### src/rtl/interval_mode_ctrl_if.sv
// Beat bus between the interval checker (master) and interval_mode_ctrl (slave):
// one valid/ready handshake carrying PARALLEL one-hot interval codes per beat.
interface interval_mode_ctrl_if #(
    parameter int PARALLEL = 2,
    parameter int INTERVAL = 8
);
    logic                               in_valid;
    logic                               in_ready;
    logic [PARALLEL-1:0][INTERVAL-1:0]  acc_interval;

    modport master (output in_valid, output acc_interval, input in_ready);
    modport slave  (input in_valid, input acc_interval, output in_ready);
endinterface

### src/rtl/interval_mode_ctrl.sv
// Per-pass histogram of one-hot interval codes with per-lane mode / max-count tracking.
// Build option: define INTERVAL_CNT_SAT_EN to saturate bin counts instead of wrapping.
module interval_mode_ctrl #(
    parameter int PARALLEL = 2,
    parameter int INTERVAL = 8,
    parameter int CNT_W    = 8
) (
    input  logic                              clk,
    input  logic                              rst_n,
    input  logic                              start,
    input  logic [CNT_W-1:0]                  j_size,
    interval_mode_ctrl_if.slave               beat,
    output logic [INTERVAL-1:0][CNT_W-1:0]    interval_cnt_o,
    output logic [PARALLEL-1:0][INTERVAL-1:0] mode_o,
    output logic [PARALLEL-1:0][CNT_W-1:0]    max_cnt_o,
    output logic [CNT_W-1:0]                  step_o,
    output logic                              busy,
    output logic                              done,
    output logic                              err
);
    localparam int INC_W = $clog2(PARALLEL + 1);

    typedef enum logic [1:0] {IDLE, CLEAR, RUN, DONE} state_t;

    state_t                            state, state_nxt;
    logic [CNT_W-1:0]                  j_lat;
    logic                              accept;
    logic [PARALLEL-1:0][INTERVAL-1:0] code;
    logic [PARALLEL-1:0]               bad;
    logic [INTERVAL-1:0][INC_W-1:0]    bin_inc;
    logic [INTERVAL-1:0][CNT_W-1:0]    cnt_nxt;
    logic [PARALLEL-1:0][CNT_W-1:0]    cand;

    function automatic logic [CNT_W-1:0] add_cnt(input logic [CNT_W-1:0] a,
                                                 input logic [INC_W-1:0] d);
        logic [CNT_W:0] s;
        s = {1'b0, a} + (CNT_W+1)'(d);
`ifdef INTERVAL_CNT_SAT_EN
        return s[CNT_W] ? '1 : s[CNT_W-1:0];
`else
        return s[CNT_W-1:0];
`endif
    endfunction

    assign accept = beat.in_valid && (state == RUN);

    // Malformed codes fold into bin 0 so every lane always contributes exactly one count.
    always_comb begin
        code    = '0;
        bad     = '0;
        bin_inc = '0;
        cnt_nxt = '0;
        cand    = '0;
        for (int p = 0; p < PARALLEL; p++) begin
            bad[p]  = !$onehot(beat.acc_interval[p]);
            code[p] = bad[p] ? INTERVAL'(1) : beat.acc_interval[p];
        end
        for (int b = 0; b < INTERVAL; b++) begin
            for (int p = 0; p < PARALLEL; p++)
                bin_inc[b] = bin_inc[b] + INC_W'(code[p][b]);
            cnt_nxt[b] = add_cnt(interval_cnt_o[b], bin_inc[b]);
        end
        for (int p = 0; p < PARALLEL; p++)
            for (int b = 0; b < INTERVAL; b++)
                if (code[p][b]) cand[p] = cnt_nxt[b];
    end

    always_comb begin
        state_nxt     = state;
        busy          = 1'b0;
        done          = 1'b0;
        beat.in_ready = 1'b0;
        case (state)
            IDLE:  if (start) state_nxt = CLEAR;
            CLEAR: begin
                busy      = 1'b1;
                state_nxt = (j_lat != '0) ? RUN : DONE;
            end
            RUN: begin
                busy          = 1'b1;
                beat.in_ready = 1'b1;
                if (accept && ((step_o + CNT_W'(1)) == j_lat)) state_nxt = DONE;
            end
            DONE: begin
                done      = 1'b1;
                state_nxt = IDLE;
            end
            default: state_nxt = IDLE;
        endcase
    end

    always_ff @(posedge clk or negedge rst_n) begin
        if (!rst_n) begin
            state <= IDLE;
            j_lat <= '0;
        end else begin
            state <= state_nxt;
            if (state == IDLE && start) j_lat <= j_size;
        end
    end

    // Ties keep the incumbent: only a strictly larger count moves a lane's mode.
    always_ff @(posedge clk or negedge rst_n) begin
        if (!rst_n) begin
            interval_cnt_o <= '0;
            mode_o         <= '0;
            max_cnt_o      <= '0;
            step_o         <= '0;
            err            <= 1'b0;
        end else if (state == CLEAR) begin
            interval_cnt_o <= '0;
            mode_o         <= '0;
            max_cnt_o      <= '0;
            step_o         <= '0;
            err            <= 1'b0;
        end else if (accept) begin
            interval_cnt_o <= cnt_nxt;
            step_o         <= step_o + CNT_W'(1);
            err            <= err | (|bad);
            for (int p = 0; p < PARALLEL; p++) begin
                if (cand[p] > max_cnt_o[p]) begin
                    mode_o[p]    <= code[p];
                    max_cnt_o[p] <= cand[p];
                end
            end
        end
    end
endmodule

### src/flat_wrapper.sv
// flat-port wrapper written by rule: the top's interface ports become plain ports
module interval_mode_ctrl_flat 
#(
    parameter int PARALLEL = 2,
    parameter int INTERVAL = 8,
    parameter int CNT_W    = 8
)
  (clk, rst_n, start, j_size, interval_cnt_o, mode_o, max_cnt_o, step_o, busy, done, err, beat_in_valid, beat_acc_interval, beat_in_ready);
  interval_mode_ctrl_if #(.PARALLEL(PARALLEL), .INTERVAL(INTERVAL)) beat_i ();
  input  logic clk;
  input  logic rst_n;
  input  logic start;
  input  logic [CNT_W-1:0] j_size;
  output logic [INTERVAL-1:0][CNT_W-1:0] interval_cnt_o;
  output logic [PARALLEL-1:0][INTERVAL-1:0] mode_o;
  output logic [PARALLEL-1:0][CNT_W-1:0] max_cnt_o;
  output logic [CNT_W-1:0] step_o;
  output logic busy;
  output logic done;
  output logic err;
  input wire logic [$bits(beat_i.in_valid)-1:0] beat_in_valid;
  input wire logic [$bits(beat_i.acc_interval)-1:0] beat_acc_interval;
  output wire logic [$bits(beat_i.in_ready)-1:0] beat_in_ready;
  assign beat_i.in_valid = beat_in_valid;
  assign beat_i.acc_interval = beat_acc_interval;
  assign beat_in_ready = beat_i.in_ready;
  interval_mode_ctrl #(.PARALLEL(PARALLEL), .INTERVAL(INTERVAL), .CNT_W(CNT_W)) u_core (.clk(clk), .rst_n(rst_n), .start(start), .j_size(j_size), .beat(beat_i), .interval_cnt_o(interval_cnt_o), .mode_o(mode_o), .max_cnt_o(max_cnt_o), .step_o(step_o), .busy(busy), .done(done), .err(err));
endmodule
### config.mk
export PLATFORM = sky130hd
export DESIGN_NAME = interval_mode_ctrl_flat
export DESIGN_NICKNAME = d
export VERILOG_FILES = /design/src/rtl/interval_mode_ctrl_if.sv /design/src/rtl/interval_mode_ctrl.sv /design/src/flat_wrapper.sv
export SDC_FILE = /design/constraint.sdc
export NUM_CORES = 1
export LEC_CHECK = 0
export CAP_MARGIN = 20
export CELL_PAD_IN_SITES_DETAIL_PLACEMENT = 1
export CELL_PAD_IN_SITES_GLOBAL_PLACEMENT = 1
export CORE_MARGIN = 2
export CORE_UTILIZATION = 40
export CTS_CLUSTER_SIZE = 28
export DETAILED_ROUTE_END_ITERATION = 10
export PLACE_DENSITY_LB_ADDON = 0.12
export SLEW_MARGIN = 20
export SYNTH_ARGS = -nofsm -noshare
export SYNTH_HDL_FRONTEND = slang
export SYNTH_SLANG_ARGS = --single-unit
### constraint.sdc
create_clock -name clk -period 5.6 [get_ports clk]
set_clock_uncertainty 0.15 [all_clocks]
set_input_delay 1.12 -clock clk [delete_from_list [all_inputs] [get_ports clk]]
set_output_delay 1.12 -clock clk [all_outputs]
set_load 0.01 [all_outputs]
==> results of run 1 <==
==> power groups by stage <==
stage | clock network [uW] | logic [uW] | registers [uW]
final | 1150 | 3360 | 1120
after global routing | 1190 | 3560 | 1140
after CTS | 1140 | 2940 | 1110
after detailed placement | 0 | 2650 | 1120
after global placement | 0 | 2580 | 1120
after floorplan | 0 | 1440 | 1110
==> worst max-delay path: stages <==
cell	delay (ns)
buf_8	0.11
ha_4	0.16
fa_1	0.51
fa_1	0.58
ha_2	0.19
inv_2	0.04
fa_1	0.52
and4b_2	0.29
and2_4	0.21
inv_4	0.04
fa_2	0.36
buf_6	0.13
inv_4	0.05
ha_4	0.15
nand3_4	0.08
xor2_2	0.18
a2111oi_2	0.40
o22ai_1	0.15
o221ai_2	0.31
ha_1	0.30
nand4_1	0.12
o21ai_2	0.09
or2_4	0.31
o22ai_4	0.29
buf_12	0.18
mux2i_1	0.26
nor2_1	0.09
==> what timing repair did <==
action,CTS,global route
buffers inserted,35,20
gates cloned,2,1
pin swaps,49,48
endpoints found under the setup margin,46,34
resized for setup,182,72
==> cell usage after synthesis (all sizes together) (14+ instances only) <==
master  count  area share, %
nor2      117            5.2
dfrtp     115             34
nand2      81            3.6
inv        71            3.1
a21oi      61            3.7
ha         51            7.5
o21ai      48            2.8
xor2       48            4.9
nand3      38            2.2
xnor2      38            3.9
clkbuf     34            1.5
or3        21            1.6
nand4      18            1.4
nor3       18            1.1
fa         16            3.8
mux2i      16            1.9
a211oi     15            1.3
o221ai     14            1.4
==> final cells by class <==
cell class                      instances  share of cell area, %
Inverter                               73                   2.12
Timing Repair Buffer                  344                   23.0
Multi-Input combinational cell        755                   45.9
Sequential cell                       115                   21.8
Tap cell                              275                   2.60
Clock inverter                         13                   1.13
Clock buffer                           19                   3.43
==> per-stage QoR <==
stage / cell area [sq um] / hold slack [ns] / total power [uW] / util (%) / cells
CTS: 12800 / 0.387 / 5200 / 61.2 / 1585
detailed placement: 11500 / 0.368 / 3770 / 54.6 / 1521
finish: 13200 / 0.383 / 5640 / 63.1 / 1594
global placement: 11500 / 0.341 / 3690 / 54.6 / 1521
floorplan: 8650 / 0.365 / 2550 / - / 986
global route: 13200 / 0.421 / 5880 / 63.1 / 1594
==> state kept, by name, summed over array words and instances (netlist names) <==
signal	flops
u_core.mode_o	16
u_core.interval_cnt_o	64
u_core.j_lat	8
u_core.max_cnt_o	16
u_core.step_o	8
u_core.state	2
u_core.err	1
==> how the worst max path moves through the flow <==
stage,start,to
5_1_grt,beat_acc_interval[15],u_core.max_cnt_o[9]$_DFFE_PN0P_
6_report,beat_acc_interval[14],u_core.mode_o[5]$_DFFE_PN0P_
2_1_floorplan,beat_acc_interval[2],u_core.max_cnt_o[5]$_DFFE_PN0P_
4_1_cts,beat_acc_interval[3],u_core.mode_o[9]$_DFFE_PN0P_
3_5_place_dp,beat_acc_interval[3],u_core.max_cnt_o[5]$_DFFE_PN0P_
3_3_place_gp,beat_acc_interval[3],u_core.max_cnt_o[5]$_DFFE_PN0P_
==> cells by family (layout without fill, tap and decap cells) <==
family,Yosys count,count (layout),synth area share [%]
AO/OA/AOI/OAI,218,218,17.0
XOR/XNOR,86,86,8.86
adder cells (fa/ha/maj),67,67,11.3
buffers and inverters,116,449,5.19
flip-flops,115,115,33.8
multiplexers,25,25,3.12
AND/OR/NAND/NOR,359,359,20.7
==> placed cells by master (no fill, tap or decap), types with 10 or more instances in the layout <==
cell type / count
clkbuf_16: 18
or3_1: 17
ha_1: 32
inv_1: 62
o221ai_1: 11
fa_2: 11
o21ai_1: 10
a211oi_1: 13
nand3_1: 30
nand2_1: 75
buf_4: 190
clkdlybuf4s50_1: 121
nor3_1: 13
xor2_1: 36
dfrtp_1: 115
buf_6: 17
a21oi_2: 11
mux2i_1: 13
nor2_1: 104
nand4_1: 17
nand3b_1: 11
xnor2_1: 31
ha_4: 16
a21oi_1: 50
o21ai_0: 32
xor2_2: 11
==> per-layer routing <==
layer  part of all wire (%)  GRT usage [%]  vias up
li1                       -              -     4111
met1                     42           44.1     4769
met2                     48           53.3      418
met3                    5.7           4.94      129
met4                    4.0           11.6        0
met5                      0              0        -
==> results_dict.tcl, run 1 <==
set metrics [dict create \
    die_area_sq_um 22400 \
    timing.rr.start "u_core.interval_cnt_o[0]$_DFFE_PN0P_" \
    htree_levels 4 \
    syn_inst 986 \
    hold_class "flip-flop to flip-flop" \
    hpwl_mm 24.7 \
    cts_max_path_buffers 2 \
    swShare_pct 43.3 \
    drt_iter0_drc 615 \
    die_h_microns 150 \
    violations "setup timing" \
    grt-ovfl-total 0 \
    rsz0062_at_grt "true" \
    io_pins 136 \
    tns_ns -43.76 \
    finalMaxSlewViolations 0 \
    drv_cap 0 \
    async_flop_share_pct 100 \
    synth_edf_count 0 \
    worstHoldStart "u_core.mode_o[4]$_DFFE_PN0P_" \
    fmaxAchievable_ghz 0.141 \
    multi_input_area_sq_um 6070 \
    coreArea_sq_um 21000 \
    required_ns 5.73 \
    clock_sinks 115 \
    hold_depth 2 \
    grt_pass1_vias 9734 \
    synthesis.nets 1081 \
    path_max_fanout 5 \
    fillCellCount 2382 \
    io_buffers 135 \
    reg2reg_slack_ns 1.16 \
    p_switching_uw 2440 \
    wirelength_mm 37.9 \
    cts_root_buf "clkbuf_16" \
    drc 0 \
    ys_warn_count 0 \
    dr.pass1.iters 6 \
    synth_seq_area_share_pct 33.8 \
    vias 9427 \
    ys_ff_latch 115 \
    track_usage_pct 32.6 \
    clockPowerShare_pct 20.4 \
    outcome "complete, but fails checks" \
    pwr-share-seq_pct 19.9 \
    antennaDiodeCount 0 \
    worst_r2r_endpoint "u_core.mode_o[5]$_DFFE_PN0P_" \
    holdPathEnd "u_core.mode_o[4]$_DFFE_PN0P_" \
    numCtsBuffers 17 \
    min_period_ns 7.10 \
    relSlewSlack_pct 41.8 \
    die_x_microns 150 \
    pwr-share-comb_pct 59.6 \
    finalCritPeriodShare_pct 127 \
    drive_gt1_share_pct 32.0 \
    cp.arrival_ns 7.23 \
    vias_per_cell 5.91 \
    critPathCaptureType "flip-flop" \
    path_class "primary input to flip-flop" \
    intPower_uw 3190 \
    area_delta_synth_final_pct 55.4 \
    powerDensity_nw_per_um2 426 \
    setup_ws_ns -1.50 \
    clk_pin_slew_worst_paths_ns 0.06 \
    pre_cts_ws_ns -2.44 \
    initial_core_util_pct 40.6 \
    synth_flop_cell "dfrtp_1" \
    power.leakage_uw 0.00557 \
    final-hold-violation-count 0 \
    routedWlPerCell_microns 23.8 \
    grt_pass1_wl_mm 56.0 \
    startpoint_type "primary input" \
    ant_nets 0 \
    cts_tree "yes" \
    fin_nets 1401 \
    vdd_drop_max_mv 0.235 \
    worst_pin_slew_ns 0.873 \
    ff_latch_area_sq_um 2880 \
    cts_hold_buf 0 \
    antenna_found_initial 0 \
    finalSetupViolations 32 \
    grt_max_degree 59 \
    r2r.worst_path.cells 17 \
    synth_area_per_cell_sq_um 8.63 \
    clkLatencyLatePin_ns 0.44 \
    gp_congestion 0.944 \
    synth_cell_type_count 74 \
    fp-row-count 53 \
    syn_area_sq_um 8510 \
]
Power figures use the tool's default switching activity.
==> run 2, diff against run 1 <==
--- a/config.mk
+++ b/config.mk
@@ -13,7 +13,8 @@
 export CTS_CLUSTER_SIZE = 28
 export DETAILED_ROUTE_END_ITERATION = 10
 export PLACE_DENSITY_LB_ADDON = 0.12
-export SLEW_MARGIN = 20
+export SLEW_MARGIN = 30
 export SYNTH_ARGS = -nofsm -noshare
 export SYNTH_HDL_FRONTEND = slang
 export SYNTH_SLANG_ARGS = --single-unit
+export TNS_END_PERCENT = 20
==> run 2 against run 1 <==
The flow still finishes with violations (setup timing). Clock power barely moved. Highest routed layer unchanged. Count of clock-buffer cells in the layout fell by 1. Combinational power fell by 1%. Critical path depth did not move. Largest power group unchanged. Total power fell by 1.3%. Wire length fell by 0.23%. Non-clock buffer count fell by 1. Critical endpoint is now u_core.mode_o[10]$_DFFE_PN0P_.
==> results_dict.tcl, run 2 (same netlist as run 1, synthesis figures left out) <==
set metrics [dict create \
    drt_iter0_drc 604 \
    pre_cts_ws_ns -2.47 \
    hold_ws_ns 0.374 \
    clk_pin_slew_worst_paths_ns 0.06 \
    ant_nets 0 \
    worst_r2r_endpoint "u_core.mode_o[10]$_DFFE_PN0P_" \
    critPathCaptureType "flip-flop" \
    cts_tree "yes" \
    cp.depth 27 \
    largest_register_ffs 64 \
    crit_start "beat_acc_interval[15]" \
    reg_top3 "u_core.interval_cnt_o x64, u_core.max_cnt_o x16, u_core.mode_o x16" \
    die_x_microns 150 \
    grt_busiest_layer "met2" \
    ff_latch_area_sq_um 2880 \
    drive_gt1_share_pct 33.4 \
    required_ns 5.79 \
    cts_hold_buf 0 \
    top_register "u_core.interval_cnt_o" \
    powerDensity_nw_per_um2 419 \
    finalSetupViolations 32 \
    grt_max_degree 60 \
    cp.arrival_ns 7.18 \
    mostFrequentLayoutCell "buf_4" \
    drv_cap 0 \
    cts_max_path_buffers 2 \
    htree_levels 4 \
    vdd_drop_max_mv 0.246 \
    power.leakage_uw 0.00559 \
    path_class "primary input to flip-flop" \
    path_max_fanout 6 \
    path_buf_inv 6 \
    gr-usage-met2_pct 55.0 \
    vias_per_cell 5.86 \
    reg2reg_slack_ns 1.13 \
    final_cell_count_no_fill 1593 \
    grt_pass1_wl_mm 56.7 \
    routedWlPerCell_microns 23.7 \
    die_h_microns 150 \
    antennaDiodeCount 0 \
    multi_input_area_sq_um 6160 \
    coreArea_sq_um 21000 \
    finalCritPeriodShare_pct 125 \
    worst_pin_slew_ns 0.697 \
    drc 0 \
    numCtsBuffers 17 \
    timing.rr.start "u_core.interval_cnt_o[0]$_DFFE_PN0P_" \
    hold_class "flip-flop to flip-flop" \
    critPathMaxStageDelay_ns 0.52 \
    fmaxAchievable_ghz 0.143 \
    fillCellCount 2386 \
    crit_slowest_cell "fa_1" \
    rsz0062_at_grt "true" \
    use_met1_pct 43.6 \
    min_period_ns 6.99 \
    grtUsageMet3_pct 4.57 \
    io_buffers 135 \
    r2r.worst_path.cells 19 \
    outcome "complete, but fails checks" \
    total_power_uw 5560 \
    final-hold-violation-count 0 \
    grt-ovfl-total 0 \
    area_delta_synth_final_pct 56.1 \
    dr.pass1.iters 5 \
    placed_cells 1527 \
    fin_nets 1400 \
    clock_sinks 115 \
    grt_pass1_vias 9868 \
    die_area_sq_um 22400 \
    io_pins 136 \
    vias 9338 \
    finalMaxSlewViolations 0 \
    antenna_found_initial 0 \
    mostFrequentLayoutCells "buf_4 (193), clkdlybuf4s50_1 (121), dfrtp_1 (115)" \
    fp-row-count 53 \
    cts_root_buf "clkbuf_16" \
    clkLatencyLatePin_ns 0.43 \
    relSlewSlack_pct 53.5 \
    crit_family "adder cells" \
    violations "setup timing" \
    hpwl_mm 25.1 \
    startpoint_type "primary input" \
    gp_congestion 0.950 \
    critPathCapture "u_core.mode_o[10]$_DFFE_PN0P_" \
    initial_core_util_pct 40.6 \
    setup_ws_ns -1.39 \
    wirelength_mm 37.8 \
    track_usage_pct 33.1 \
]
[run 2: per-stage QoR]
stage | cell area [sq um] | utilization [%] | TNS, ns
6_report | 13300 | 63.4 | -40.15
5_1_grt | 13300 | 63.4 | -45.05
4_1_cts | 12900 | 61.7 | -32.95
3_5_place_dp | 11500 | 54.9 | -87.37
3_3_place_gp | 11500 | 54.9 | -79.75
2_1_floorplan | 8650 | - | -37.60
[run 2: area by class of cell]
| type | count | area share (%) |
|---|---|---|
| inverters | 73 | 2.13 |
| clock inverters | 14 | 1.16 |
| repair buffers | 343 | 22.7 |
| well taps | 275 | 2.59 |
| multi-input cells | 755 | 46.4 |
| flip-flops and latches | 115 | 21.7 |
| clock buffers | 18 | 3.31 |
[run 2: worst min-delay path by stage]
| stage | startpoint | to | slack, ns | cells after the start |
|---|---|---|---|---|
| final | u_core.err$_DFFE_PN0P_ | u_core.err$_DFFE_PN0P_ | 0.37 | 2 |
| after global routing | u_core.mode_o[3]$_DFFE_PN0P_ | u_core.mode_o[3]$_DFFE_PN0P_ | 0.41 | 2 |
| after CTS | u_core.mode_o[12]$_DFFE_PN0P_ | u_core.mode_o[12]$_DFFE_PN0P_ | 0.39 | 2 |
| after detailed placement | u_core.mode_o[7]$_DFFE_PN0P_ | u_core.mode_o[7]$_DFFE_PN0P_ | 0.37 | 2 |
| after global placement | u_core.mode_o[5]$_DFFE_PN0P_ | u_core.mode_o[5]$_DFFE_PN0P_ | 0.35 | 2 |
| after floorplan | u_core.j_lat[6]$_DFFE_PN0P_ | u_core.j_lat[6]$_DFFE_PN0P_ | 0.36 | 1 |
[run 2: timing repair]
action | in CTS | in global routing
cloned | 2 | 0
endpoints found under the setup margin | 46 | 32
setup buffers | 26 | 8
pin swaps | 69 | 43
gates resized for setup | 201 | 63
[run 2: worst reg2reg max path, stage by stage (launching register included)]
cell and delay (ns):
dfrtp_1 0.44, inv_1 0.10, fa_2 0.46, inv_2 0.09
ha_4 0.15, nand3_4 0.11, or3_4 0.38, a21o_1 0.17
o211ai_1 0.12, nand4_1 0.16, a221o_1 0.40, nand2_2 0.13
ha_4 0.15, nand2_2 0.05, o211ai_1 0.35, o31ai_4 0.19
nor2_4 0.25, buf_12 0.17, nand3_1 0.17, a21oi_1 0.20
[run 2: metal layers]
metal | vias up | share of wire (%)
li1 | 4103 | -
met1 | 4760 | 42
met2 | 372 | 49
met3 | 103 | 5.3
met4 | 0 | 3.9
met5 | - | 0
[run 2: power breakdown]
group	internal [uW]	switching (uW)	total, uW
sequential	959	162	1120
clock	671	456	1130
combinational	1510	1800	3310
==> run 3, diff against run 2 <==
--- a/config.mk
+++ b/config.mk
@@ -5,6 +5,7 @@
 export SDC_FILE = /design/constraint.sdc
 export NUM_CORES = 1
 export LEC_CHECK = 0
+export ABC_AREA = 1
 export CAP_MARGIN = 20
 export CELL_PAD_IN_SITES_DETAIL_PLACEMENT = 1
 export CELL_PAD_IN_SITES_GLOBAL_PLACEMENT = 1
@@ -17,4 +18,4 @@
 export SYNTH_ARGS = -nofsm -noshare
 export SYNTH_HDL_FRONTEND = slang
 export SYNTH_SLANG_ARGS = --single-unit
-export TNS_END_PERCENT = 20
+export TNS_END_PERCENT = 100
==> run 3 against run 2 <==
The flow still finishes with violations (setup timing). Total power is 4.2% lower. First-iteration DRC count is 11% higher. Final area decreased by 6.7%. Via count shrank 2.4%. Global-route usage fell by 1.1 points. Utilization is 1.9 points lower. Critical endpoint is now u_core.mode_o[15]$_DFFE_PN0P_. Sequential power about the same. Critical path type unchanged. Wire length is 6.1% lower. Fmax up 6.5%. Worst setup slack better by 0.42 ns. Synthesized area decreased by 3.6%.
==> results_dict.tcl, run 3 <==
set metrics [dict create \
    total_power_uw 5330 \
    dpl_cell_area_sq_um 10900 \
    wirelength_mm 35.5 \
    die_x_microns 147 \
    synth_flop_cell "dfrtp_1" \
    cts_max_path_buffers 2 \
    routedWlPerCell_microns 21.0 \
    numCtsBuffers 17 \
    path_max_fanout 8 \
    finalMaxSlewViolations 0 \
    grt_pass1_wl_mm 53.7 \
    hold_ws_ns 0.331 \
    multi_input_area_sq_um 5260 \
    clock_sinks 115 \
    fmaxAchievable_ghz 0.152 \
    hold_class "flip-flop to flip-flop" \
    min_period_ns 6.56 \
    synth_cell_type_count 45 \
    vias 9113 \
    crit_start "beat_acc_interval[2]" \
    syn_inst 1105 \
    path_class "primary input to flip-flop" \
    mostFrequentLayoutCell "nand2_1" \
    grt_pass1_vias 9771 \
    dr.pass1.iters 5 \
    die_area_sq_um 21600 \
    die_h_microns 147 \
    antenna_found_initial 0 \
    top_register "u_core.interval_cnt_o" \
    relSlewSlack_pct 46.9 \
    area_delta_synth_final_pct 51.2 \
    gp_congestion 0.902 \
    power.leakage_uw 0.00591 \
    synth_seq_area_share_pct 35.1 \
    hpwl_mm 23.7 \
    rsz0062_at_grt "true" \
    hold_depth 2 \
    powerDensity_nw_per_um2 430 \
    initial_core_util_pct 40.6 \
    r2r.worst_path.cells 22 \
    ant_nets 0 \
    worst_pin_slew_ns 0.797 \
    vias_per_cell 5.40 \
    finalCritPeriodShare_pct 117 \
    reg_top3 "u_core.interval_cnt_o x64, u_core.max_cnt_o x16, u_core.mode_o x16" \
    outcome "complete, but fails checks" \
    fin_nets 1501 \
    drc 0 \
    clk_pin_slew_worst_paths_ns 0.06 \
    fp-row-count 52 \
    crit_slowest_cell "fa_1" \
    synth_top_cell_by_area "dfrtp_1" \
    clkLatencyLatePin_ns 0.43 \
    worstHoldStart "u_core.err$_DFFE_PN0P_" \
    vdd_drop_max_mv 0.302 \
    cts_root_buf "clkbuf_16" \
    cts_hold_buf 0 \
    track_usage_pct 32.0 \
    fillCellCount 2406 \
    io_pins 136 \
    drt_iter0_drc 669 \
    ys_warn_count 0 \
    syn_area_sq_um 8200 \
    grt_max_degree 80 \
    synth_edf_count 0 \
    finalSetupViolations 32 \
    critPathMaxStageDelay_ns 0.56 \
    synth_top_area_share_pct 35.1 \
    cp.arrival_ns 6.76 \
    yosys-top-cells-count "nand2_1 (316), inv_1 (164), dfrtp_1 (115)" \
    drive_gt1_share_pct 28.8 \
    startpoint_type "primary input" \
    htree_levels 4 \
    fin_area_sq_um 12400 \
    timing.rr.start "u_core.interval_cnt_o[16]$_DFFE_PN0P_" \
    synthTopCellsByArea "dfrtp_1 (35%), nand2_1 (14%), ha_1 (7.8%)" \
    synth_area_per_cell_sq_um 7.42 \
    io_buffers 135 \
    largest_register_ffs 64 \
    setup_ws_ns -0.962 \
    final-hold-violation-count 0 \
    antennaDiodeCount 0 \
    ff_latch_area_sq_um 2880 \
    required_ns 5.80 \
    coreArea_sq_um 20200 \
    yosysMostFrequentCell "nand2_1" \
    critPathCaptureType "flip-flop" \
    async_flop_share_pct 100 \
    ys_ff_latch 115 \
    cts_tree "yes" \
    grt-ovfl-total 0 \
    mostFrequentLayoutCells "nand2_1 (268), buf_4 (165), inv_1 (145)" \
    synthesis.nets 1200 \
    violations "setup timing" \
    drv_cap 0 \
]
==> run 3: power by group <==
group / switching [uW] / internal, uW / leakage (uW)
Combinational: 1860 / 1300 / 0.00408
Clock: 430 / 615 / 0.000258
Sequential: 162 / 968 / 0.00158
==> run 3: what timing repair did <==
item	CTS	global route
endpoints found under the setup margin	34	33
resized for setup	187	72
pin swaps	58	51
buffers inserted	22	9
endpoints found under the hold margin	0	0
gates cloned	2	0
==> run 3: critical path: cells and delay by family <==
family / cells / cell delay, ns
buf+inv: 9 / 1.04
compound gates: 3 / 0.43
fa+ha+maj: 8 / 2.65
xor+xnor: 1 / 0.26
simple gates: 10 / 1.22
==> run 3: cell type report <==
cell class | instances | share of cell area [%]
flip-flops and latches | 115 | 23.2
clock buffers | 21 | 3.64
well taps | 270 | 2.73
repair buffers | 309 | 21.7
inverters | 174 | 5.49
clock inverters | 10 | 0.697
repair inverters | 1 | 0.0606
multi-input cells | 788 | 42.4
==> run 3: path summary, 6_finish.rpt <==
path	endpoint	slack [ns]
setup / recovery	u_core.mode_o[15]$_DFFE_PN0P_	-0.96
hold / removal	u_core.err$_DFFE_PN0P_	0.33
setup reg to reg	u_core.mode_o[15]$_DFFE_PN0P_	1.66
hold reg to reg	u_core.err$_DFFE_PN0P_	0.33
max in group asynchronous	u_core.max_cnt_o[4]$_DFFE_PN0P_	3.64
min in group asynchronous	u_core.interval_cnt_o[14]$_DFFE_PN0P_	0.61
==> run 3: cells by family (layout without fill, tap and decap cells) <==
group	count (synthesis)	in the layout	synth area share (%)
XOR/XNOR	30	30	3.21
adder cells (fa/ha/maj)	67	67	11.7
buffers and inverters	202	515	9.69
multiplexers	7	7	0.962
AO/OA/AOI/OAI	176	176	12.0
AND/OR/NAND/NOR	508	508	27.3
flip-flops	115	115	35.1
==> run 3: stage by stage <==
stage               setup WS (ns)  instances  setup TNS (ns)  util (%)
floorplan                  -0.759       1105          -21.62         -
finish                     -0.962       1688          -27.87      61.4
detailed placement          -1.88       1625          -61.09      54.1
CTS                        -0.741       1680          -22.48      59.9
global placement            -1.70       1625          -55.22      54.1
global route                -1.17       1688          -34.30      61.4
==> run 3: per-layer routing <==
| metal | global-route usage, % | wire [microns] | vias up |
|---|---|---|---|
| met3 | 7.55 | 2510 | 70 |
| met2 | 52.9 | 17400 | 325 |
| met1 | 41.3 | 14800 | 4555 |
| met5 | 0 | 0 | - |
| li1 | - | - | 4163 |
| met4 | 10.6 | 863 | 0 |
